[src/rtl/ir_call_unit.sv]
`default_nettype none
// ============================================================================
// Module      : ir_call_unit
// Description : Registered instruction register with BSR/RET decode and a
//               circular hardware return-address stack. Sits between the
//               program ROM and the PC/next-address logic.
// Revision    : 1.0 - initial release
// ============================================================================
module ir_call_unit #(
    parameter int                  IW       = 22,
    parameter int                  AW       = 10,
    parameter int                  DEPTH    = 8,
    parameter logic [IW-AW-1:0]    BSR_OPC  = 12'b011100000000,
    parameter logic [IW-1:0]       RET_CODE = 22'b0000011000000000000000
) (
    input  logic                         CLK,
    input  logic                         RST_n,
    input  logic                         HOLD,
    input  logic                         flush,
    input  logic                         clr_flags,
    input  logic [IW-1:0]                PR_code,
    input  logic [AW-1:0]                pc_in,
    output logic [IW-1:0]                IR_code,
    output logic                         bsr_det,
    output logic                         ret_det,
    output logic [AW-1:0]                jump_target,
    output logic [AW-1:0]                ret_addr,
    output logic [$clog2(DEPTH+1)-1:0]   stack_depth,
    output logic                         overflow,
    output logic                         underflow
);

    localparam int             PW         = $clog2(DEPTH);
    localparam int             DW         = $clog2(DEPTH+1);
    localparam logic [PW-1:0]  PTR_LAST   = PW'(DEPTH - 1);
    localparam logic [DW-1:0]  DEPTH_FULL = DW'(DEPTH);

    logic [IW-1:0] ir_code_q,     ir_code_d;
    logic          bsr_det_q,     bsr_det_d;
    logic          ret_det_q,     ret_det_d;
    logic [AW-1:0] jump_target_q, jump_target_d;
    logic [AW-1:0] ret_addr_q,    ret_addr_d;
    logic [DW-1:0] depth_q,       depth_d;
    logic [PW-1:0] wr_ptr_q,      wr_ptr_d;
    logic          overflow_q,    overflow_d;
    logic          underflow_q,   underflow_d;
    logic [AW-1:0] mem_q [DEPTH];
    logic [AW-1:0] mem_d [DEPTH];

    logic          capture;
    logic          is_ret;
    logic          is_bsr;
    logic          ovf_event;
    logic          unf_event;
    logic [PW-1:0] ptr_inc;
    logic [PW-1:0] ptr_dec;

    // Decode of the incoming word; RET wins when both encodings match.
    always_comb begin
        capture = !HOLD && !flush;
        is_ret  = (PR_code == RET_CODE);
        is_bsr  = !is_ret && (PR_code[IW-1:AW] == BSR_OPC);
        ptr_inc = (wr_ptr_q == PTR_LAST) ? '0 : wr_ptr_q + 1'b1;
        ptr_dec = (wr_ptr_q == '0) ? PTR_LAST : wr_ptr_q - 1'b1;
    end

    // Next-state: IR capture/flush, stack push/pop and sticky flags.
    always_comb begin
        ir_code_d     = ir_code_q;
        bsr_det_d     = bsr_det_q;
        ret_det_d     = ret_det_q;
        jump_target_d = jump_target_q;
        ret_addr_d    = ret_addr_q;
        depth_d       = depth_q;
        wr_ptr_d      = wr_ptr_q;
        mem_d         = mem_q;
        ovf_event     = 1'b0;
        unf_event     = 1'b0;

        if (flush) begin
            // Flush inserts a NOP; the stack is not touched.
            ir_code_d = '0;
            bsr_det_d = 1'b0;
            ret_det_d = 1'b0;
        end else if (capture) begin
            ir_code_d = PR_code;
            bsr_det_d = is_bsr;
            ret_det_d = is_ret;
            if (is_bsr) begin
                // Offset is two's complement, so a plain modular add suffices.
                jump_target_d     = pc_in + PR_code[AW-1:0];
                mem_d[wr_ptr_q]   = pc_in + AW'(1);
                wr_ptr_d          = ptr_inc;
                if (depth_q == DEPTH_FULL) begin
                    // Full: the oldest entry is the one just overwritten.
                    ovf_event = 1'b1;
                end else begin
                    depth_d = depth_q + 1'b1;
                end
            end
            if (is_ret) begin
                if (depth_q == '0) begin
                    ret_addr_d = '0;
                    unf_event  = 1'b1;
                end else begin
                    ret_addr_d = mem_q[ptr_dec];
                    wr_ptr_d   = ptr_dec;
                    depth_d    = depth_q - 1'b1;
                end
            end
        end

        // Clear is honoured even under HOLD; a new event in the same cycle wins.
        overflow_d  = clr_flags ? 1'b0 : overflow_q;
        underflow_d = clr_flags ? 1'b0 : underflow_q;
        if (ovf_event) overflow_d  = 1'b1;
        if (unf_event) underflow_d = 1'b1;
    end

    // State registers with asynchronous active-low reset.
    always_ff @(posedge CLK or negedge RST_n) begin
        if (!RST_n) begin
            ir_code_q     <= '0;
            bsr_det_q     <= 1'b0;
            ret_det_q     <= 1'b0;
            jump_target_q <= '0;
            ret_addr_q    <= '0;
            depth_q       <= '0;
            wr_ptr_q      <= '0;
            overflow_q    <= 1'b0;
            underflow_q   <= 1'b0;
            mem_q         <= '{default: '0};
        end else begin
            ir_code_q     <= ir_code_d;
            bsr_det_q     <= bsr_det_d;
            ret_det_q     <= ret_det_d;
            jump_target_q <= jump_target_d;
            ret_addr_q    <= ret_addr_d;
            depth_q       <= depth_d;
            wr_ptr_q      <= wr_ptr_d;
            overflow_q    <= overflow_d;
            underflow_q   <= underflow_d;
            mem_q         <= mem_d;
        end
    end

    assign IR_code     = ir_code_q;
    assign bsr_det     = bsr_det_q;
    assign ret_det     = ret_det_q;
    assign jump_target = jump_target_q;
    assign ret_addr    = ret_addr_q;
    assign stack_depth = depth_q;
    assign overflow    = overflow_q;
    assign underflow   = underflow_q;

endmodule
`default_nettype wire

[config.mk]
export PLATFORM = sky130hd
export DESIGN_NAME = ir_call_unit
export DESIGN_NICKNAME = d
export VERILOG_FILES = /design/src/rtl/ir_call_unit.sv
export SDC_FILE = /design/constraint.sdc
export NUM_CORES = 1
export LEC_CHECK = 0
export CAP_MARGIN = 20
export CORE_UTILIZATION = 30
export CTS_BUF_LIST = sky130_fd_sc_hd__clkbuf_8 sky130_fd_sc_hd__clkbuf_16
export CTS_CLUSTER_SIZE = 16
export DETAILED_ROUTE_END_ITERATION = 12
export SLEW_MARGIN = 20
export SYNTH_ARGS = -nofsm -noshare
export SYNTH_HDL_FRONTEND = slang
export SYNTH_SLANG_ARGS = --single-unit
export TNS_END_PERCENT = 30
[constraint.sdc]
create_clock -name CLK -period 2.3 [get_ports CLK]
set_clock_uncertainty 0.15 [all_clocks]
set_input_delay 0.23 -clock CLK [delete_from_list [all_inputs] [get_ports CLK]]
set_output_delay 0.23 -clock CLK [all_outputs]
set_load 0.05 [all_outputs]
; After elaboration in Yosys (flattened, before gate mapping)
; Index checks and enable logic that the tools add are counted.
; W data, S select, Z words.
[word_totals]
in_bits = 37
latchBits = 0
word_cells = 80
n_memories = 0
ramBits = 0
output_inout_bits = 50
ff_bits = 133
rom_bits = 0
[classes]
n_bitwise = 3
order_cmp = 3
muxes = 33
mul = 0
div_mod_pow = 0
addsub = 6
eq_ne = 4
shift = 0
n_reduce_logical = 14
[ops]
columns = cell, count
row1 = $bwmux W80, 1
row2 = $mux W22, 2
row3 = $mux W10, 4
row4 = $bmux W10 S3, 1
row5 = $demux W10 S3, 1
row6 = $eq A22 B17 Y1 const B, 1
row7 = $mux W4, 4
row8 = $mux W1, 15
row9 = $mux W3, 5
row10 = $eq A12 B11 Y1 const B, 1
row11 = $add A10 B1 Y10 const B, 1
row12 = $add A10 B10 Y10, 1
row13 = $ge A4 B4 Y1 const B, 2
row14 = $not A3 Y4, 2
row15 = $reduce_and A3 Y1, 2
row16 = $reduce_bool A2 Y1, 3
row17 = $add A4 B1 Y4 const B, 1
row18 = $eq A4 B4 Y1 const B, 1
row19 = $logic_not A4 Y1, 1
row20 = $lt A4 B1 Y1 const B, 1
row21 = $sub A4 B1 Y4 const B, 1
row22 = $add A3 B1 Y3 const B, 1
row23 = $eq A3 B3 Y1 const B, 1
row24 = $logic_and A1 B1 Y1, 3
row25 = other kinds (5), 7

; Longest topological paths before layout
; Gate-level depths: netlist of run 1.
[depth]
depth_word = 7
depth_mapped = 8
depth_no_buf = 7

; Worst setup path before layout of run 1
; Ideal clock, no wire load.
[synth_path]
kind = register to register
start = reg wr_ptr_q[0]
end = reg ret_addr_q[0] (netlist: ret_addr[0])
arrival_time_ns = 2.100
stages_incl_launch_ff = 9
setup_time_ns = 0.125
path_slack_ns = -0.074
path_cell_list = dfrtp_1 -> buf_2 -> inv_1 -> ha_1 -> ha_1 -> clkbuf_1 -> mux2i_1 -> nor2_1 -> mux2_2
[synth_via]
elab_chain_cells = 7
elab_cells_between_ends = 8
classes_between = add/sub (1) / mux (5) / bitwise (1) / reduce/logical (1)
[synth_rtl]
columns = element, line
row1 = from (decl), 44  ; logic [PW-1:0] wr_ptr_q, wr_ptr_d;
row2 = from (signal assigned), 140  ; wr_ptr_q <= wr_ptr_d;
row3 = $sub A3 B1 Y3 or $logic_not A3 Y1 (tied branches), 64  ; ptr_dec = (wr_ptr_q == '0) ? PTR_LAST : wr_ptr_q - 1'b1;
row4 = $mux W3 (*), 64
row5 = $not A3 Y4 (implied by the code) (*), 106  ; ret_addr_d = mem_q[ptr_dec];
row6 = $bmux W10 S3 (*), 106
row7 = $mux W10 (implied by the code) (*) (2 in series), 106
row8 = $mux W10 (*), 102  ; if (depth_q == '0) begin
row9 = to (signal assigned), 138  ; ret_addr_q <= ret_addr_d;
row10 = to (decl), 42  ; logic [AW-1:0] ret_addr_q, ret_addr_d;
; Mark *: on every way between the ends. The rest lies on a longest branch, timed or not. The select of a mux whose other input is x is not followed.
; A chain may end at the register's enable or synchronous reset.

; Worst setup path in the final report of run 1
; Ends and elaborated chain as after synthesis.

==> results_tabular.tex, run 1 <==
\begin{tabular}{lr}
\hline
Metric & Value \\
\hline
\multicolumn{2}{l}{\textbf{Route}} \\
\quad Detailed-routing iteration count for the pre-antenna-repair pass & 4 \\
\quad Total number of vias & approximately 5000 \\
\quad Iteration-0 DRC Markers & between 150 and 200 \\
\quad Wire length reported by the detailed router & 16.27 mm \\
\quad DRC viols & 0 \\
\quad Post-route ant nets & 0 \\
\quad Detailed-route vias per instance & 4.859 \\
\quad Wire length per cell & 15.88 µm \\
\multicolumn{2}{l}{\textbf{Placed design}} \\
\quad DPL Wire Length & 11.82 mm \\
\quad GPL Wtd Cong & 0.8038 \\
\quad Area of placed instances & 8252 µm² \\
\quad Number of buffers inserted by port buffering & 86 \\
\multicolumn{2}{l}{\textbf{Synthesis}} \\
\quad Warnings, synthesis & 0 \\
\quad Share of flip-flops with an asynchronous set or reset after synthesis & 1.000 \\
\quad Net count of the mapped netlist & 640 \\
\quad Post-synthesis area per instance & around 11 µm² \\
\quad Mapped Area & between 6000 and 7000 µm² \\
\quad Most area-consuming cells after synthesis & dfrtp\_1, mux4\_2, mux2i\_1, nor2\_1, a21oi\_1 \\
\quad Count of flip-flops with a built-in enable after synthesis & 0 \\
\quad Gate Count Post-Synth & 585 \\
\quad Number of register bits inferred by synthesis & between 100 and 150 \\
\quad Part of the Yosys area used for sequential elements & 0.5086 \\
\quad Biggest area consumer among synthesized cells & dfrtp\_1 \\
\quad Count of distinct cell types in the synthesized netlist & 50 \\
\quad Dominant register cell in the synthesized netlist & dfrtp\_1 \\
\quad Fraction of synthesized cell area taken by the top area cell type & 0.5086 \\
\multicolumn{2}{l}{\textbf{Worst setup path}} \\
\quad Worst Path Max Fanout & 10 \\
\quad Kind of end point of the critical path & flip-flop \\
\quad Buffer and inverter count on the worst path & 2 \\
\quad Delay of the slowest cell on the worst path & 420 ps \\
\quad Critical Path, Cell by Cell & inv\_1 > ha\_2 > buf\_12 > mux4\_2 > mux2i\_1 > nor2\_1 > mux2\_2 \\
\quad Number of cells on the worst reg-to-reg path & 7 \\
\quad Element type at the critical path start & flip-flop \\
\quad Critical path data arrival time & 2380 ps \\
\quad Category of cells accounting for the largest share of critical-path delay & multiplexers \\
\quad Worst Path Required & 2460 ps \\
\quad Master of the slowest instance on the critical path & dfrtp\_2 \\
\quad Type of the worst setup path & reg2reg \\
\quad CP Depth & 7 \\
\multicolumn{2}{l}{\textbf{CTS}} \\
\quad Clock latency at the later pin of the worst-skew pair & between 400 and 500 ps \\
\quad Clk Tree Root Cell & clkbuf\_16 \\
\quad Post-CTS setup repair buffer count & 0 \\
\quad Clock-pin slew on the worst setup and hold paths & 60 ps \\
\quad Number of CTS-inserted buffers & 17 \\
\quad Deepest clock path buffer count & 2 \\
\quad TritonCTS clock tree & yes \\
\quad Clock Sink Count & 133 \\
\quad Number of H-tree levels & 4 \\
\multicolumn{2}{l}{\textbf{GRT}} \\
\quad Pin count of the biggest net entering global routing & 58 \\
\quad Wire length of the first global-routing pass & between 20 and 30 mm \\
\quad Number of antenna violations at the first check in global routing & 0 \\
\quad Global-route usage over all layers & 0.1590 \\
\quad Grt ovf & 0 \\
\quad Via count of the first global-routing pass & 5133 \\
\multicolumn{2}{l}{\textbf{Timing}} \\
\quad Final hold viol count & 0 \\
\quad Final critical-path share of the clock period & 0.9658 \\
\quad Final number of setup-violating endpoints & 0 \\
\quad RSZ-0062 raised after global routing & false \\
\quad Actual slew at the worst max-slew pin & 815.0 ps \\
\quad Min Tclk post-route & 2221 ps \\
\quad Achievable clock frequency & 450.2 MHz \\
\quad Pins over their slew limit & 0 \\
\quad Fin Hold WS & 117.6 ps \\
\quad Headroom to the max-slew limit & 0.4528 \\
\multicolumn{2}{l}{\textbf{Final layout}} \\
\quad Share of layout cells above drive strength 1 & 0.2176 \\
\quad Number of inserted filler cells in the final layout & 2070 \\
\quad Layout net count & between 700 and 800 \\
\quad N\_diodes & 0 \\
\quad Final design area excluding fillers & $\sim$8800 µm² \\
\quad Synth-to-layout area growth & 34.91\% \\
\multicolumn{2}{l}{\textbf{Floorplanning}} \\
\quad Rows & 53 \\
\quad Number of top-level design ports & 87 \\
\quad Initial core utilization & 0.3084 \\
\quad Placeable core area & around 21000 µm² \\
\quad Die X & between 100 and 150 µm \\
\quad Vertical die dimension & 149.7 µm \\
\quad Area of the die & between 20000 and 25000 µm² \\
\multicolumn{2}{l}{\textbf{Worst hold path}} \\
\quad Worst min-delay path category & in2async \\
\multicolumn{2}{l}{\textbf{Power and ir drop}} \\
\quad Pwr dens & 644.9 nW/µm² \\
\quad Worst VDD drop & 0.4696 mV \\
\quad Leakage & between 0.003 and 0.004 µW \\
\multicolumn{2}{l}{\textbf{Outcome}} \\
\quad Run status & completed \\
\multicolumn{2}{l}{\textbf{Run}} \\
\quad Reported max-cap violation count & 0 \\
\hline
\end{tabular}
## where the power goes
part / switching (µW) / internal [µW] / leakage, µW / total, µW
clock network: 964 / 1640 / 0.000292 / 2600
logic: 408 / 291 / 0.00181 / 699
registers: 17.7 / 2370 / 0.00183 / 2390
## metal layers
metal / GRT usage / share of wire / up-vias
li1: - / - / 2411
met1: 0.2027 / 0.45 / 2460
met2: 0.2653 / 0.50 / 80
met3: 0.03293 / 0.030 / 25
met4: 0.05808 / 0.018 / 0
met5: 0 / 0 / -
## synthesized netlist by cell type, types with 2 or more instances
cell	instances
dfrtp_1	133
nor2_1	77
nand2_1	56
a21oi_1	45
mux2i_1	32
o21ai_0	30
o21ai_1	23
mux4_2	20
ha_1	17
mux2_2	14
xor2_1	13
clkbuf_1	12
buf_2	10
buf_6	8
inv_1	8
nor3_1	8
nand3_1	7
mux2_4	6
nor4_1	5
nor4_4	5
xnor2_1	5
a211oi_1	4
a21o_1	4
or4_1	4
a31oi_1	3
nand4_1	3
o22ai_1	3
a21oi_2	2
a221oi_1	2
and3_1	2
and4_1	2
buf_1	2
nor2_2	2
o21bai_1	2
## final timing paths
check | startpoint | to | slack [ps]
worst max register to register | wr_ptr_q[0] | ret_addr[0] | 80
worst max-delay path | wr_ptr_q[0] | ret_addr[0] | 80
worst min-delay path | RST_n | mem_q[53] | 120
max in group asynchronous | RST_n | IR_code[11] | 1170
min in group CLK | clr_flags | underflow | 280
worst min register to register | jump_target[7] | jump_target[7] | 330
## placed cells by master (no fill, tap or decap), types with 12 or more instances in the layout
cell / instances
clkbuf_16: 17
clkdlybuf4s50_1: 85
xor2_1: 13
o21ai_1: 23
ha_1: 16
mux4_2: 20
o21ai_0: 30
nand2_1: 56
dfrtp_1: 132
a21oi_1: 45
nor2_1: 77
buf_4: 73
mux2_2: 14
inv_1: 12
mux2i_1: 31
## state kept, by name, indices dropped and copies added (netlist names)
name / count
underflow: 1
overflow: 1
stack_depth: 4
ret_addr: 10
wr_ptr_q: 3
ret_det: 1
bsr_det: 1
jump_target: 10
mem_q: 80
IR_code: 22
## kinds of logic after synthesis
group,after synthesis,synth area share
compound gates,124,0.1057
xor+xnor,18,0.02409
fa+ha+maj,18,0.03556
buf+inv,41,0.03518
flops,133,0.5086
mux,72,0.1556
simple gates,179,0.1352
## layout make-up
type	count	area, µm²	share of cell area
inverter	8	30.03	0.003401
timing repair buffer	168	1572	0.1780
tap	275	344.1	0.03897
multi-input combinational	411	2997	0.3394
clock inverter	9	90.09	0.01020
sequential	133	3329	0.3771
clock buffer	20	466.7	0.05286
## repair_timing
action	in CTS	in global routing
hold buffers	1	0
hold endpoints to repair	108	0
gates resized for setup	0	3
endpoints found under the setup margin	0	4
## stage by stage
stage | setup WS (ps) | cells | setup TNS, ps | power, µW | utilization
finish | 78.57 | 1024 | 0 | 5693 | 0.4160
CTS | 70.39 | 1024 | 0 | 5752 | 0.4156
global route | 10.51 | 1024 | 0 | 5918 | 0.4160
floorplan | 81.71 | 585 | 0 | 2786 | -
global placement | -269.2 | 994 | -15250 | 3133 | 0.3889
detailed placement | -234.9 | 994 | -16220 | 3132 | 0.3889
## worst register-to-register path, cell delays in order, from the launching register on
cell and delay (ps):
dfrtp_2 420, inv_1 130, ha_2 340, buf_12 160
mux4_2 300, mux2i_1 270, nor2_1 70, mux2_2 260
Power figures use the tool's default switching activity.
==> inputs of run 2 (changes only) <==
--- a/config.mk
+++ b/config.mk
@@ -10,6 +10,7 @@
 export CTS_BUF_LIST = sky130_fd_sc_hd__clkbuf_8 sky130_fd_sc_hd__clkbuf_16
 export CTS_CLUSTER_SIZE = 16
 export DETAILED_ROUTE_END_ITERATION = 12
+export PLACE_DENSITY = 0.62
 export SLEW_MARGIN = 20
 export SYNTH_ARGS = -nofsm -noshare
 export SYNTH_HDL_FRONTEND = slang
==> run 2 against run 1 <==
- first-iteration DRC count grew 8.0%
- clock-buffer cell count up 2
- wire length rose by 0.35%
- critical path type is now in2reg
- clock power rose by 2%
- non-clock buffer count down 11
- register-to-register slack better by 50 ps
- critical path depth is 1 higher
- die area is the same
- sequential share of layout area is 0.32 points higher
- critical endpoint is now wr_ptr_q[0]
- hold slack gained 91 ps
==> results_tabular.tex, run 2 (same netlist as run 1, synthesis figures left out) <==
\begin{tabular}{lr}
\hline
Metric & Value \\
\hline
\multicolumn{2}{l}{\textbf{GRT}} \\
\quad Global-route usage over all layers & 0.1601 (+0.001077) \\
\quad Via count of the first global-routing pass & 5074 (-1.1\%) \\
\quad Wire length of the first global-routing pass & 27.34 mm (+0.18\%) \\
\quad Number of antenna violations at the first check in global routing & 0 (unchanged) \\
\quad Grt ovf & 0 (unchanged) \\
\quad Pin count of the biggest net entering global routing & 62 (+6.9\%) \\
\multicolumn{2}{l}{\textbf{Route}} \\
\quad Detailed-routing iteration count for the pre-antenna-repair pass & 4 (unchanged) \\
\quad Iteration-0 DRC Markers & 190 (+8.0\%) \\
\quad Detailed-route vias per instance & 4.761 (-2.0\%) \\
\quad Wire length reported by the detailed router & 16.32 mm (+0.35\%) \\
\quad DRC viols & 0 (unchanged) \\
\quad Post-route ant nets & 0 (unchanged) \\
\quad Total number of vias & 4823 (-3.1\%) \\
\quad Wire length per cell & 16.11 µm (+1.4\%) \\
\multicolumn{2}{l}{\textbf{Timing}} \\
\quad Actual slew at the worst max-slew pin & 835.4 ps (+20.44 ps) \\
\quad RSZ-0062 raised after global routing & false \\
\quad Pins over their slew limit & 0 (unchanged) \\
\quad Final hold viol count & 0 (unchanged) \\
\quad Min Tclk post-route & 2176 ps (-45.45 ps) \\
\quad Final number of setup-violating endpoints & 0 (unchanged) \\
\quad Final critical-path share of the clock period & 0.9461 (-0.01976) \\
\quad Achievable clock frequency & 459.6 MHz (+2.1\%) \\
\quad Headroom to the max-slew limit & 0.4391 (-0.01372) \\
\multicolumn{2}{l}{\textbf{Final layout}} \\
\quad N\_diodes & 0 (unchanged) \\
\quad Largest register FFs & 80 (unchanged) \\
\quad Most used cells in the layout excluding fill and tap cells & dfrtp\_1, clkdlybuf4s50\_1, nor2\_1 \\
\quad Leading cell type in the layout, fill and taps excluded & dfrtp\_1 \\
\quad Share of layout cells above drive strength 1 & 0.2046 (-0.01302) \\
\quad Final standard cell utilization of the core & 0.4126 (-0.003479) \\
\quad Layout net count & 783 (-1.4\%) \\
\quad Synth-to-layout area growth & 33.79\% \\
\quad Final design area excluding fillers & 8755 µm² (-0.84\%) \\
\quad Final cell count without fillers & 1013 (-1.1\%) \\
\quad Largest register by flop count & mem\_q \\
\multicolumn{2}{l}{\textbf{Outcome}} \\
\quad Run status & completed \\
\multicolumn{2}{l}{\textbf{Power and ir drop}} \\
\quad Worst VDD drop & 0.4484 mV (-4.5\%) \\
\quad Switching part of the total power & 0.2382 (-0.005852) \\
\quad Power Internal & 4356 µW (+1.2\%) \\
\quad Power share of the clock group & 0.463 (+0.006) \\
\quad Leakage & 0.003883 µW (-1.3\%) \\
\quad Pwr dens & 653.2 nW/µm² (+1.3\%) \\
\quad Switching power total & 1362 µW (-2.0\%) \\
\quad Register share of total power & 0.420 (about the same) \\
\quad Part of the total power dissipated in combinational logic & 0.117 (-0.006) \\
\multicolumn{2}{l}{\textbf{Floorplanning}} \\
\quad Vertical die dimension & 149.7 µm (unchanged) \\
\quad Number of top-level design ports & 87 (unchanged) \\
\quad Rows & 53 (unchanged) \\
\quad Die X & 149.7 µm (unchanged) \\
\quad Initial core utilization & 0.3084 (unchanged) \\
\quad Placeable core area & 21220 µm² (unchanged) \\
\quad Area of the die & 22410 µm² (unchanged) \\
\multicolumn{2}{l}{\textbf{Worst setup path}} \\
\quad Kind of end point of the critical path & flip-flop \\
\quad Element type at the critical path start & primary input \\
\quad Buffer and inverter count on the worst path & 3 (+1) \\
\quad Critical Path, Cell by Cell & clkdlybuf4s50\_1 > nor4\_1 > buf\_4 > nand4\_1 > buf\_4 > or3\_1 > a21oi\_1 > a31oi\_1 \\
\quad Master of the slowest instance on the critical path & clkdlybuf4s50\_1 \\
\quad Type of the worst setup path & in2reg \\
\quad Most frequent cell on the critical path & buf\_4 \\
\quad Crit Reg-Reg Startpoint & wr\_ptr\_q[0] \\
\quad Delay of the slowest cell on the worst path & 430 ps (about the same) \\
\quad Worst Path Required & 2430 ps (-30 ps) \\
\quad Worst r2r dst & ret\_addr[4] \\
\quad Category of cells accounting for the largest share of critical-path delay & simple AND/OR/NAND/NOR gates \\
\quad Critical path data arrival time & 2300 ps (-80 ps) \\
\quad Worst Path Max Fanout & 8 (-2) \\
\quad Number of cells on the worst reg-to-reg path & 7 (unchanged) \\
\quad Setup slack, reg-to-reg & 130 ps (+50 ps) \\
\multicolumn{2}{l}{\textbf{CTS}} \\
\quad Clock-pin slew on the worst setup and hold paths & 60 ps (about the same) \\
\quad TritonCTS clock tree & yes \\
\quad Post-CTS Resized & 0 (unchanged) \\
\quad Number of CTS-inserted buffers & 17 (unchanged) \\
\quad Clk Tree Root Cell & clkbuf\_16 \\
\quad Deepest clock path buffer count & 2 (unchanged) \\
\quad Number of H-tree levels & 4 (unchanged) \\
\quad Clock latency at the later pin of the worst-skew pair & 420 ps (about the same) \\
\quad Clock Sink Count & 133 (unchanged) \\
\multicolumn{2}{l}{\textbf{Placed design}} \\
\quad DPL Wire Length & 11.74 mm (-0.68\%) \\
\quad GPL Wtd Cong & 0.8209 (+2.1\%) \\
\quad Cell count after placement & 983 (-1.1\%) \\
\quad Area of placed instances & 8169 µm² (-1.0\%) \\
\quad Number of buffers inserted by port buffering & 86 (unchanged) \\
\multicolumn{2}{l}{\textbf{Run}} \\
\quad Reported max-cap violation count & 0 (unchanged) \\
\multicolumn{2}{l}{\textbf{Worst hold path}} \\
\quad Worst min-delay path category & in2async \\
\hline
\end{tabular}
-- run 2: cell count changes in the layout (fill, tap and decap cells not counted) --
cell      change
buf_6         -1
ha_2          -1
buf_4        -10
clkbuf_8      +2
clkinv_2      -1
mux2i_2       -1
inv_1         -1
mux2i_1       +1
ha_1          +1
-- run 2: worst register-to-register path: cells and delay by family, from the launching register on --
| kind | cells | cell delay [ps] |
|---|---|---|
| DFF | 1 | 420 |
| adders and majority gates | 1 | 290 |
| muxes | 3 | 820 |
| buffers and inverters | 2 | 310 |
| and+or+nand+nor | 1 | 70 |
-- run 2: routing by layer --
layer / share of wire / wire [µm] / track usage
met1: 0.46 / 7433 / 0.2055
met2: 0.50 / 8120 / 0.2678
met3: 0.022 / 363 / 0.02591
met4: 0.025 / 405 / 0.06515
met5: 0 / 0 / 0
-- run 2: worst max path at each step --
stage,startpoint,end,slack [ps],depth (start not counted)
after detailed placement,PR_code[1],wr_ptr_q[0],-270,8
after global routing,stack_depth[1],stack_depth[2],2,7
after CTS,wr_ptr_q[0],ret_addr[1],110,7
after floorplan,stack_depth[0],stack_depth[1],80,6
final,PR_code[1],wr_ptr_q[0],120,8
after global placement,PR_code[1],wr_ptr_q[0],-310,8
-- run 2: timing repair --
item	4_1_cts	5_1_grt
hold buffers	1	0
endpoints found under the hold margin	59	0
endpoints found under the setup margin	0	0
buffers inserted	0	0
-- run 2: through the flow --
step / setup TNS (ps) / setup WS, ps / total power (µW) / hold WS, ps
2_1_floorplan: 0 / 81.71 / 2786 / -215.6
3_3_place_gp: -15380 / -313.7 / 3117 / 119.1
3_5_place_dp: -16800 / -268.4 / 3117 / 123.3
4_1_cts: 0 / 109.4 / 5786 / 235.9
5_1_grt: 0 / 1.555 / 5943 / 260.0
6_report: 0 / 124.0 / 5718 / 208.7
-- run 2: layout make-up --
cell class / instances / area, µm²
fillers: 2031 / 12470
clock buffers: 22 / 494.2
repair buffers: 157 / 1485
clock inverters: 7 / 81.33
flip-flops and latches: 133 / 3329
inverters: 8 / 30.03
multi-input cells: 411 / 2990
well taps: 275 / 344.1
-- run 2: power groups by stage --
| stage | Clock [µW] | Sequential (µW) | Combinational (µW) |
|---|---|---|---|
| 3_3_place_gp | 0 | 2440 | 675 |
| 5_1_grt | 2800 | 2410 | 735 |
| 3_5_place_dp | 0 | 2440 | 675 |
| 4_1_cts | 2700 | 2400 | 680 |
| 6_report | 2650 | 2400 | 671 |
| 2_1_floorplan | 0 | 2550 | 237 |
==> inputs of run 3 (changes only) <==
--- a/config.mk
+++ b/config.mk
@@ -6,6 +6,7 @@
 export NUM_CORES = 1
 export LEC_CHECK = 0
 export CAP_MARGIN = 20
+export CORE_MARGIN = 2
 export CORE_UTILIZATION = 30
 export CTS_BUF_LIST = sky130_fd_sc_hd__clkbuf_8 sky130_fd_sc_hd__clkbuf_16
 export CTS_CLUSTER_SIZE = 16
==> run 3 against run 2 <==
- power decreased by 2.0%
- register-to-register slack got worse by 30 ps
- largest power group unchanged
- non-clock buffer count increased by 10
- global-route usage fell by 0.92 points
- sequential cell count stayed put
- highest routed layer unchanged
- sequential power about the same
- wire length shrank 2.3%
==> results_tabular.tex, run 3 (same netlist as run 1, synthesis figures left out) <==
\begin{tabular}{lr}
\hline
Metric & Value \\
\hline
\multicolumn{2}{l}{\textbf{Worst hold path}} \\
\quad Worst min-delay path category & in2async \\
\multicolumn{2}{l}{\textbf{Power and ir drop}} \\
\quad Total Power Consumption & 5602 µW (-2.0\%) \\
\quad Switching part of the total power & 0.2583 (+0.02007) \\
\quad Switching power total & 1447 µW (+6.2\%) \\
\quad Leakage & 0.003887 µW (+0.11\%) \\
\quad Pwr dens & 637.2 nW/µm² (-2.5\%) \\
\quad Power Internal & 4155 µW (-4.6\%) \\
\quad Part of the total power dissipated in combinational logic & 0.121 (+0.004) \\
\quad Power share of the clock group & 0.450 (-0.013) \\
\quad Worst VDD drop & 0.4718 mV (+5.2\%) \\
\quad Register share of total power & 0.428 (+0.008) \\
\multicolumn{2}{l}{\textbf{Timing}} \\
\quad Final hold viol count & 0 (unchanged) \\
\quad Actual slew at the worst max-slew pin & 621.5 ps (-213.9 ps) \\
\quad Final critical-path share of the clock period & 0.9571 (+0.01098) \\
\quad Min Tclk post-route & 2201 ps (+25.26 ps) \\
\quad Final number of setup-violating endpoints & 0 (unchanged) \\
\quad Pins over their slew limit & 0 (unchanged) \\
\quad RSZ-0062 raised after global routing & false \\
\quad Setup Total Neg Slack & 0 ps (unchanged) \\
\quad Worst-case setup margin in the final layout & 98.76 ps (-25.26 ps) \\
\quad Achievable clock frequency & 454.3 MHz (-1.1\%) \\
\quad Headroom to the max-slew limit & 0.5843 (+0.1452) \\
\multicolumn{2}{l}{\textbf{Floorplanning}} \\
\quad Rows & 54 (+1.9\%) \\
\quad Die X & 151.7 µm (+1.3\%) \\
\quad Number of top-level design ports & 87 (unchanged) \\
\quad Area of the die & 23010 µm² (+2.7\%) \\
\quad Placeable core area & 21620 µm² (+1.9\%) \\
\quad Initial core utilization & 0.3027 (-0.005711) \\
\quad Vertical die dimension & 151.7 µm (+1.3\%) \\
\multicolumn{2}{l}{\textbf{Placed design}} \\
\quad Number of buffers inserted by port buffering & 86 (unchanged) \\
\quad Pre-CTS WS & -253.1 ps (+15.30 ps) \\
\quad DPL Wire Length & 11.62 mm (-0.97\%) \\
\quad GPL Wtd Cong & 0.7974 (-2.9\%) \\
\quad Cell count after placement & 998 (+1.5\%) \\
\multicolumn{2}{l}{\textbf{CTS}} \\
\quad Clock-pin slew on the worst setup and hold paths & 60 ps (about the same) \\
\quad Clock latency at the later pin of the worst-skew pair & 420 ps (about the same) \\
\quad Post-CTS setup repair buffer count & 0 (unchanged) \\
\quad TritonCTS clock tree & yes \\
\quad Number of H-tree levels & 4 (unchanged) \\
\quad Deepest clock path buffer count & 2 (unchanged) \\
\quad Clock Sink Count & 133 (unchanged) \\
\quad Clk Tree Root Cell & clkbuf\_16 \\
\quad Number of CTS-inserted buffers & 17 (unchanged) \\
\multicolumn{2}{l}{\textbf{Route}} \\
\quad Wire length per cell & 15.49 µm (-3.9\%) \\
\quad Iteration-0 DRC Markers & 217 (+14\%) \\
\quad Detailed-route vias per instance & 4.717 (-0.94\%) \\
\quad Detailed-routing iteration count for the pre-antenna-repair pass & 4 (unchanged) \\
\quad DRC viols & 0 (unchanged) \\
\quad Post-route ant nets & 0 (unchanged) \\
\quad Total number of vias & 4858 (+0.73\%) \\
\quad Wire length reported by the detailed router & 15.95 mm (-2.3\%) \\
\multicolumn{2}{l}{\textbf{Worst setup path}} \\
\quad Critical path data arrival time & 2360 ps (+60 ps) \\
\quad Critical Path, Cell by Cell & inv\_1 > ha\_1 > buf\_12 > mux4\_2 > mux2i\_2 > nor2\_1 > mux2\_2 \\
\quad Worst Path Required & 2460 ps (+30 ps) \\
\quad Master of the slowest instance on the critical path & dfrtp\_2 \\
\quad Element type at the critical path start & flip-flop \\
\quad Worst Path Max Fanout & 20 (+12) \\
\quad Kind of end point of the critical path & flip-flop \\
\quad Type of the worst setup path & reg2reg \\
\quad Delay of the slowest cell on the worst path & 390 ps (-40 ps) \\
\multicolumn{2}{l}{\textbf{GRT}} \\
\quad Met3 capacity usage during global routing & 0.02275 (-0.003160) \\
\quad Pin count of the biggest net entering global routing & 51 (-18\%) \\
\quad Fraction of met1 tracks used by global routing & 0.1970 (-0.008503) \\
\quad Grt ovf & 0 (unchanged) \\
\quad Number of antenna violations at the first check in global routing & 0 (unchanged) \\
\quad Global routing met2 resource utilization & 0.2541 (-0.01377) \\
\quad Via count of the first global-routing pass & 5009 (-1.3\%) \\
\quad Global-route layer with the greatest usage & met2 \\
\quad Global-route usage over all layers & 0.1509 (-0.009182) \\
\quad Wire length of the first global-routing pass & 26.83 mm (-1.9\%) \\
\multicolumn{2}{l}{\textbf{Final layout}} \\
\quad Largest register by flop count & mem\_q \\
\quad Final cell count without fillers & 1030 (+1.7\%) \\
\quad Largest register FFs & 80 (unchanged) \\
\quad Leading cell type in the layout, fill and taps excluded & dfrtp\_1 \\
\quad Synth-to-layout area growth & 34.36\% \\
\quad Most used cells in the layout excluding fill and tap cells & dfrtp\_1, clkdlybuf4s50\_1, nor2\_1 \\
\quad Layout net count & 793 (+1.3\%) \\
\quad N\_diodes & 0 (unchanged) \\
\quad Share of layout cells above drive strength 1 & 0.2240 (+0.01939) \\
\quad Number of inserted filler cells in the final layout & 2064 (+1.6\%) \\
\multicolumn{2}{l}{\textbf{Run}} \\
\quad Reported max-cap violation count & 0 (unchanged) \\
\multicolumn{2}{l}{\textbf{Outcome}} \\
\quad Run status & completed \\
\hline
\end{tabular}
## run 3: cell types whose count changed in the layout (fill, tap and decap cells not counted), sizes merged
cell,change
buf,+10
bufinv,-1
clkbuf,-4
clkinv,+4
clkinvlp,+5
inv,-2
## run 3: cell type report
class / count / area, µm² / area share
Clock buffer: 18 / 439.2 / 0.04995
Multi-Input combinational cell: 411 / 2998 / 0.3410
Clock inverter: 13 / 110.1 / 0.01252
Tap cell: 280 / 350.3 / 0.03985
Inverter: 8 / 30.03 / 0.003415
Sequential cell: 133 / 3329 / 0.3787
Timing Repair Buffer: 167 / 1535 / 0.1746
## run 3: repair_timing
action / in CTS / in global routing
hold buffers: 1 / 0
endpoints found under the hold margin: 45 / 0
resized for setup: 0 / 2
endpoints found under the setup margin: 0 / 2
## run 3: path summary, 6_finish.rpt
| kind | startpoint | endpoint | slack, ps | cells after the start |
|---|---|---|---|---|
| min | RST_n | IR_code[4] | 170 | 2 |
| max in group asynchronous | RST_n | mem_q[73] | 1170 | 3 |
| max | wr_ptr_q[0] | ret_addr[0] | 100 | 7 |
| min in group CLK | clr_flags | overflow | 280 | 2 |
| max reg2reg | wr_ptr_q[0] | ret_addr[0] | 100 | 7 |
| min reg2reg | jump_target[9] | jump_target[9] | 320 | 2 |
## run 3: metrics by stage
stage               hold slack [ps]  instance area [µm²]  utilization
global placement              73.02                 8225       0.3804
global route                  211.4                 8792       0.4067
finish                        167.6                 8792       0.4067
detailed placement            70.31                 8225       0.3804
CTS                           187.5                 8785       0.4063
floorplan                    -215.6                 6553            -
## run 3: per-layer routing
layer,up-vias,wire length [µm]
met5,-,0
met2,52,7986
met1,2376,7332
met4,0,247
met3,19,383
li1,2411,-
## run 3: critical path: cells and delay by family, from the launching register on
kind	cells	cell delay [ps]
AND/OR/NAND/NOR	1	70
buffers and inverters	2	290
multiplexers	3	820
adder cells (fa/ha/maj)	1	380
flip-flops	1	390
## run 3: power groups by stage
stage	combinational [µW]	clock (µW)	sequential [µW]
global route	736	2670	2400
global placement	678	0	2440
detailed placement	679	0	2440
CTS	684	2580	2400
finish	679	2520	2400
floorplan	237	0	2550
==> patch 1 (flow settings as in run 3) <==
Take the reset off `ret_addr_q` and load it in a clocked block of its own.
--- a/src/rtl/ir_call_unit.sv
+++ b/src/rtl/ir_call_unit.sv
@@ -124,7 +124,6 @@
             bsr_det_q     <= 1'b0;
             ret_det_q     <= 1'b0;
             jump_target_q <= '0;
-            ret_addr_q    <= '0;
             depth_q       <= '0;
             wr_ptr_q      <= '0;
             overflow_q    <= 1'b0;
@@ -135,13 +134,16 @@
             bsr_det_q     <= bsr_det_d;
             ret_det_q     <= ret_det_d;
             jump_target_q <= jump_target_d;
-            ret_addr_q    <= ret_addr_d;
             depth_q       <= depth_d;
             wr_ptr_q      <= wr_ptr_d;
             overflow_q    <= overflow_d;
             underflow_q   <= underflow_d;
             mem_q         <= mem_d;
         end
+    end
+
+    always_ff @(posedge CLK) begin
+        ret_addr_q <= ret_addr_d;
     end
 
     assign IR_code     = ir_code_q;
Formal check against the unedited RTL: differs if RST_n is asserted again (counterexample within 4 cycles, from zero or initial values and one cycle with RST_n low); with RST_n held inactive, the same outputs for 4 cycles.
==> patch 1 against run 3 <==
  * Sequential cell count is the same
  * Worst hold slack lost 0.038 ns
  * Design area grew 1.6%
  * Power grew 4.5%
  * Critical path type unchanged
  * Sequential power is essentially flat
  * Setup slack gained 0.013 ns
  * First-iteration DRC count grew 45%
  * Critical endpoint is now ret_addr[5]
  * Wire length grew 2.3%
  * Largest cell class unchanged
  * Area after synthesis grew 0.73%
  * Largest power group unchanged
==> patch 1: results (changes against run 3) <==
GRT Overall Usage: 0.147 (-0.00350)
syn_nets: 630 (-1.6%)
WL/cell: 16.0 um (+3.2%)
CP Launch Point: wr_ptr_q[0]
max incr delay on CP: 0.43 ns (+0.04 ns)
Clk pin slew, worst setup/hold paths: 0.06 ns (about the same)
GP Congestion: 0.790 (-0.94%)
IO Port Bufs: 86 (unchanged)
H-tree levels: 4 (unchanged)
final hold vios: 0 (unchanged)
status: finished clean
Top reg by flops: mem_q
share of layout cells above drive strength 1: 0.228 (+0.00407)
Main synth FF type: dfrtp_1
P_leak: 3.91 nW (+0.71%)
Root Buffer: clkbuf_16
Slew @ Worst Pin: 0.651 ns (+0.0298 ns)
setup TNS: 0 ns (unchanged)
n_diodes: 0 (unchanged)
clock buffer count from CTS: 17 (unchanged)
Top Layer Used: met4
first-pass GRT wire length: 27300 um (+1.8%)
vias: 4871 (+0.27%)
post-synthesis sequential area ratio: 0.513 (+0.00392)
Synth area leaders: dfrtp_1, mux4_2, nand2_1, mux2i_1, edfxtp_1
crit path max fanout: 10 (-50%)
Pre-Repair DR Iteration Count: 6 (+2)
largest net degree at the start of global routing: 46 (-9.8%)
Layout Nets: 783 (-1.3%)
Iteration-0 DRC Markers: 315 (+45%)
post-route cell area: 0.00893 sq mm (+1.6%)
number of flip-flops in the largest register: 80 (unchanged)
Worst-Skew Late Latency: 0.42 ns (about the same)
maximum clock insertion buffer count: 2 (unchanged)
slowest stage cell, crit path: dfrtp_1
synth unique cells: 58 (+16%)
placed cell area: 0.00829 sq mm (+0.81%)
antenna violations before repair: 0 (unchanged)
post-DP HPWL: 11800 um (+1.8%)
Worst VDD drop: 0.444 mV (-5.9%)
Post-synth top cells: dfrtp_1, nand2_1, o21ai_0, nor2_1, mux2i_1
metal2 WL: 7660 um (-4.1%)
Metal-1 WL: 7860 um (+7.2%)
Worst Hold Class: in -> async
Switch Pwr: 1.41 mW (-2.4%)
Post-synth EDFFs: 10 (+10)
fill count: 2044 (-0.97%)
met3 WL: 612 um (+60%)
synth warn: 0 (unchanged)
number of global-route vias before repair: 5062 (+1.1%)
ys async rst share: 0.925 (-0.0752)
-- patch 1: per-layer routing --
metal	vias up	GRT usage
met2	80	0.230
met5	-	0
met1	2388	0.205
li1	2391	-
met4	0	0.0423
met3	12	0.0364
-- patch 1: path summary, 6_finish.rpt --
path / endpoint / slack (ns) / depth (start not counted)
min reg2reg: jump_target[0] / 0.32 / 2
min: IR_code[2] / 0.13 / 2
max reg2reg: ret_addr[5] / 0.11 / 6
max in group asynchronous: IR_code[17] / 1.25 / 3
min in group CLK: overflow / 0.27 / 3
max: ret_addr[5] / 0.11 / 6
-- patch 1: area by class of cell --
cell class              count  area (sq um)  area share
inverters                   6          23.8     0.00266
flip-flops and latches    133          3380       0.378
clock inverters            15           200      0.0224
well taps                 280           350      0.0392
repair buffers            163          1550       0.174
multi-input cells         407          3000       0.336
clock buffers              17           425      0.0476
-- patch 1: cell families after synthesis --
kind of cell,share of synthesized area
simple gates,0.145
flops,0.513
compound gates,0.114
mux,0.136
buf+inv,0.0327
xor+xnor,0.0252
fa+ha+maj,0.0353
-- patch 1: what timing repair did --
action	CTS	global route
hold buffers	1	0
endpoints found under the setup margin	0	2
setup buffers	0	0
endpoints found under the hold margin	123	0
gates resized for setup	0	2
-- patch 1: metrics by stage --
stage,cells,setup WS (ns)
6_report,1021,0.112
5_1_grt,1021,0.0147
4_1_cts,1021,0.131
3_5_place_dp,988,-0.229
3_3_place_gp,988,-0.226
2_1_floorplan,575,-0.0365
-- patch 1: power by group through the flow --
stage	Combinational [mW]	Clock (mW)	Sequential (mW)
after floorplan	0.189	0	2.52
after global placement	0.568	0	2.44
after global routing	0.616	3.06	2.40
after CTS	0.571	2.95	2.40
after detailed placement	0.567	0	2.44
final	0.565	2.89	2.40
-- patch 1: worst max-delay path, delay by kind of cell, from the launching register on --
| kind | cells | cell delay [ns] |
|---|---|---|
| buf+inv | 2 | 0.25 |
| mux | 2 | 0.64 |
| simple gates | 1 | 0.07 |
| fa+ha+maj | 1 | 0.38 |
| flops | 1 | 0.43 |
==> patch 2 (config.mk and constraints of run 3) <==
Made on the original files. `IW`: 22 -> 44.
--- a/src/rtl/ir_call_unit.sv
+++ b/src/rtl/ir_call_unit.sv
@@ -7,7 +7,7 @@
 // Revision    : 1.0 - initial release
 // ============================================================================
 module ir_call_unit #(
-    parameter int                  IW       = 22,
+    parameter int                  IW       = 44,
     parameter int                  AW       = 10,
     parameter int                  DEPTH    = 8,
     parameter logic [IW-AW-1:0]    BSR_OPC  = 12'b011100000000,
Interface: changed (resized IR_code and PR_code); port bits go from 87 to 131. The function was not compared with the original's and may differ.
==> patch 2 against run 3 <==
  * Area after synthesis up 14%
  * Wire length up 23%
  * Design area grew 19%
  * Largest power group is now sequential cells
  * Final cell count up 19%
  * Setup slack gained 0.050 ns
  * Worst hold slack better by 0.020 ns
  * Power grew 11%
  * Sequential cell count up 22
  * Fmax grew 2.3%
==> patch 2: results (changes against run 3) <==
share of layout cells above drive strength 1: 0.226 (+0.00242)
post-synthesis sequential area ratio: 0.522 (+0.0132)
synth unique cells: 56 (+12%)
Iteration-0 DRC Markers: 250 (+15%)
GRT Overall Usage: 0.156 (+0.00542)
syn_nets: 743 (+16%)
Synth area leaders: dfrtp_1, mux2i_1, mux4_2, nor2_1, o21ai_0
Synth Area per Inst: 11.1 sq um (-0.37%)
Metal-1 WL: 9120 um (+24%)
P_leak: 4.82 nW (+24%)
placed cell area: 0.00984 sq mm (+20%)
largest net degree at the start of global routing: 64 (+25%)
IO Port Bufs: 130 (+51%)
post-synthesis xor/xnor area fraction: 0.0200 (-0.00406)
Post-synth top cells: dfrtp_1, nor2_1, nand2_1, mux2i_1, o21ai_0
Setup WS pre-CTS: -0.393 ns (-0.140 ns)
first-pass GRT wire length: 31700 um (+18%)
status: finished clean
GP Congestion: 0.803 (+0.66%)
crit path max fanout: 8 (-60%)
met3 WL: 644 um (+68%)
Adder-Cell Fraction of Synth Area: 0.0296 (-0.00594)
WL/cell: 16.1 um (+3.7%)
vias: 5687 (+17%)
Worst VDD drop: 0.465 mV (-1.4%)
patch 2: cell types whose count changed after synthesis, sizes merged, moves of 5 or more:
cell          run 3  this run
inv               8        14
dfrtp           133       155
xor2             13         8
a21oi            47        33
o21ai            53        75
mux2i            32        58
nand2            56        76
mux2             20         8
nor2             79        87
patch 2: critical path: stages, from the launching register on:
cell	delay, ns
dfrtp_1	0.35
inv_1	0.09
ha_4	0.33
buf_12	0.15
mux4_2	0.52
mux2i_1	0.31
o21ai_0	0.12
patch 2: area by class of cell:
| class | instances | area (sq um) |
|---|---|---|
| Fill cell | 2290 | 13800 |
| Sequential cell | 155 | 3880 |
| Multi-Input combinational cell | 464 | 3340 |
| Timing Repair Buffer | 236 | 2260 |
| Clock buffer | 17 | 425 |
| Tap cell | 324 | 405 |
| Clock inverter | 15 | 118 |
| Inverter | 14 | 52.6 |
patch 2: cells by family after synthesis:
family	Yosys count
fa+ha+maj	17
mux	86
compound gates	129
xor+xnor	17
flops	155
simple gates	214
buf+inv	49
patch 2: final timing paths:
path | startpoint | end | slack [ns]
worst max-delay path | wr_ptr_q[0] | ret_addr[6] | 0.15
max in group asynchronous | RST_n | wr_ptr_q[2] | 1.11
worst min register to register | jump_target[1] | jump_target[1] | 0.32
worst max register to register | wr_ptr_q[0] | ret_addr[6] | 0.15
min in group CLK | clr_flags | underflow | 0.26
worst min-delay path | RST_n | IR_code[5] | 0.19
patch 2: repair_timing:
action,in CTS,in global routing
setup buffers,0,1
setup endpoints to repair,0,52
gates resized for setup,0,13
hold endpoints to repair,57,0
hold buffers,1,0
patch 2: power by group:
group | total, mW | switching [mW] | leakage, nW | internal, mW
Sequential | 2.79 | 0.0234 | 2.10 | 2.77
Combinational | 0.797 | 0.461 | 2.45 | 0.336
Clock | 2.60 | 1.21 | 0.264 | 1.40
patch 2: metal layers:
layer,GRT usage,vias up
met4,0.0519,0
met3,0.0249,16
met2,0.258,96
met1,0.210,2769
li1,-,2806
met5,0,-
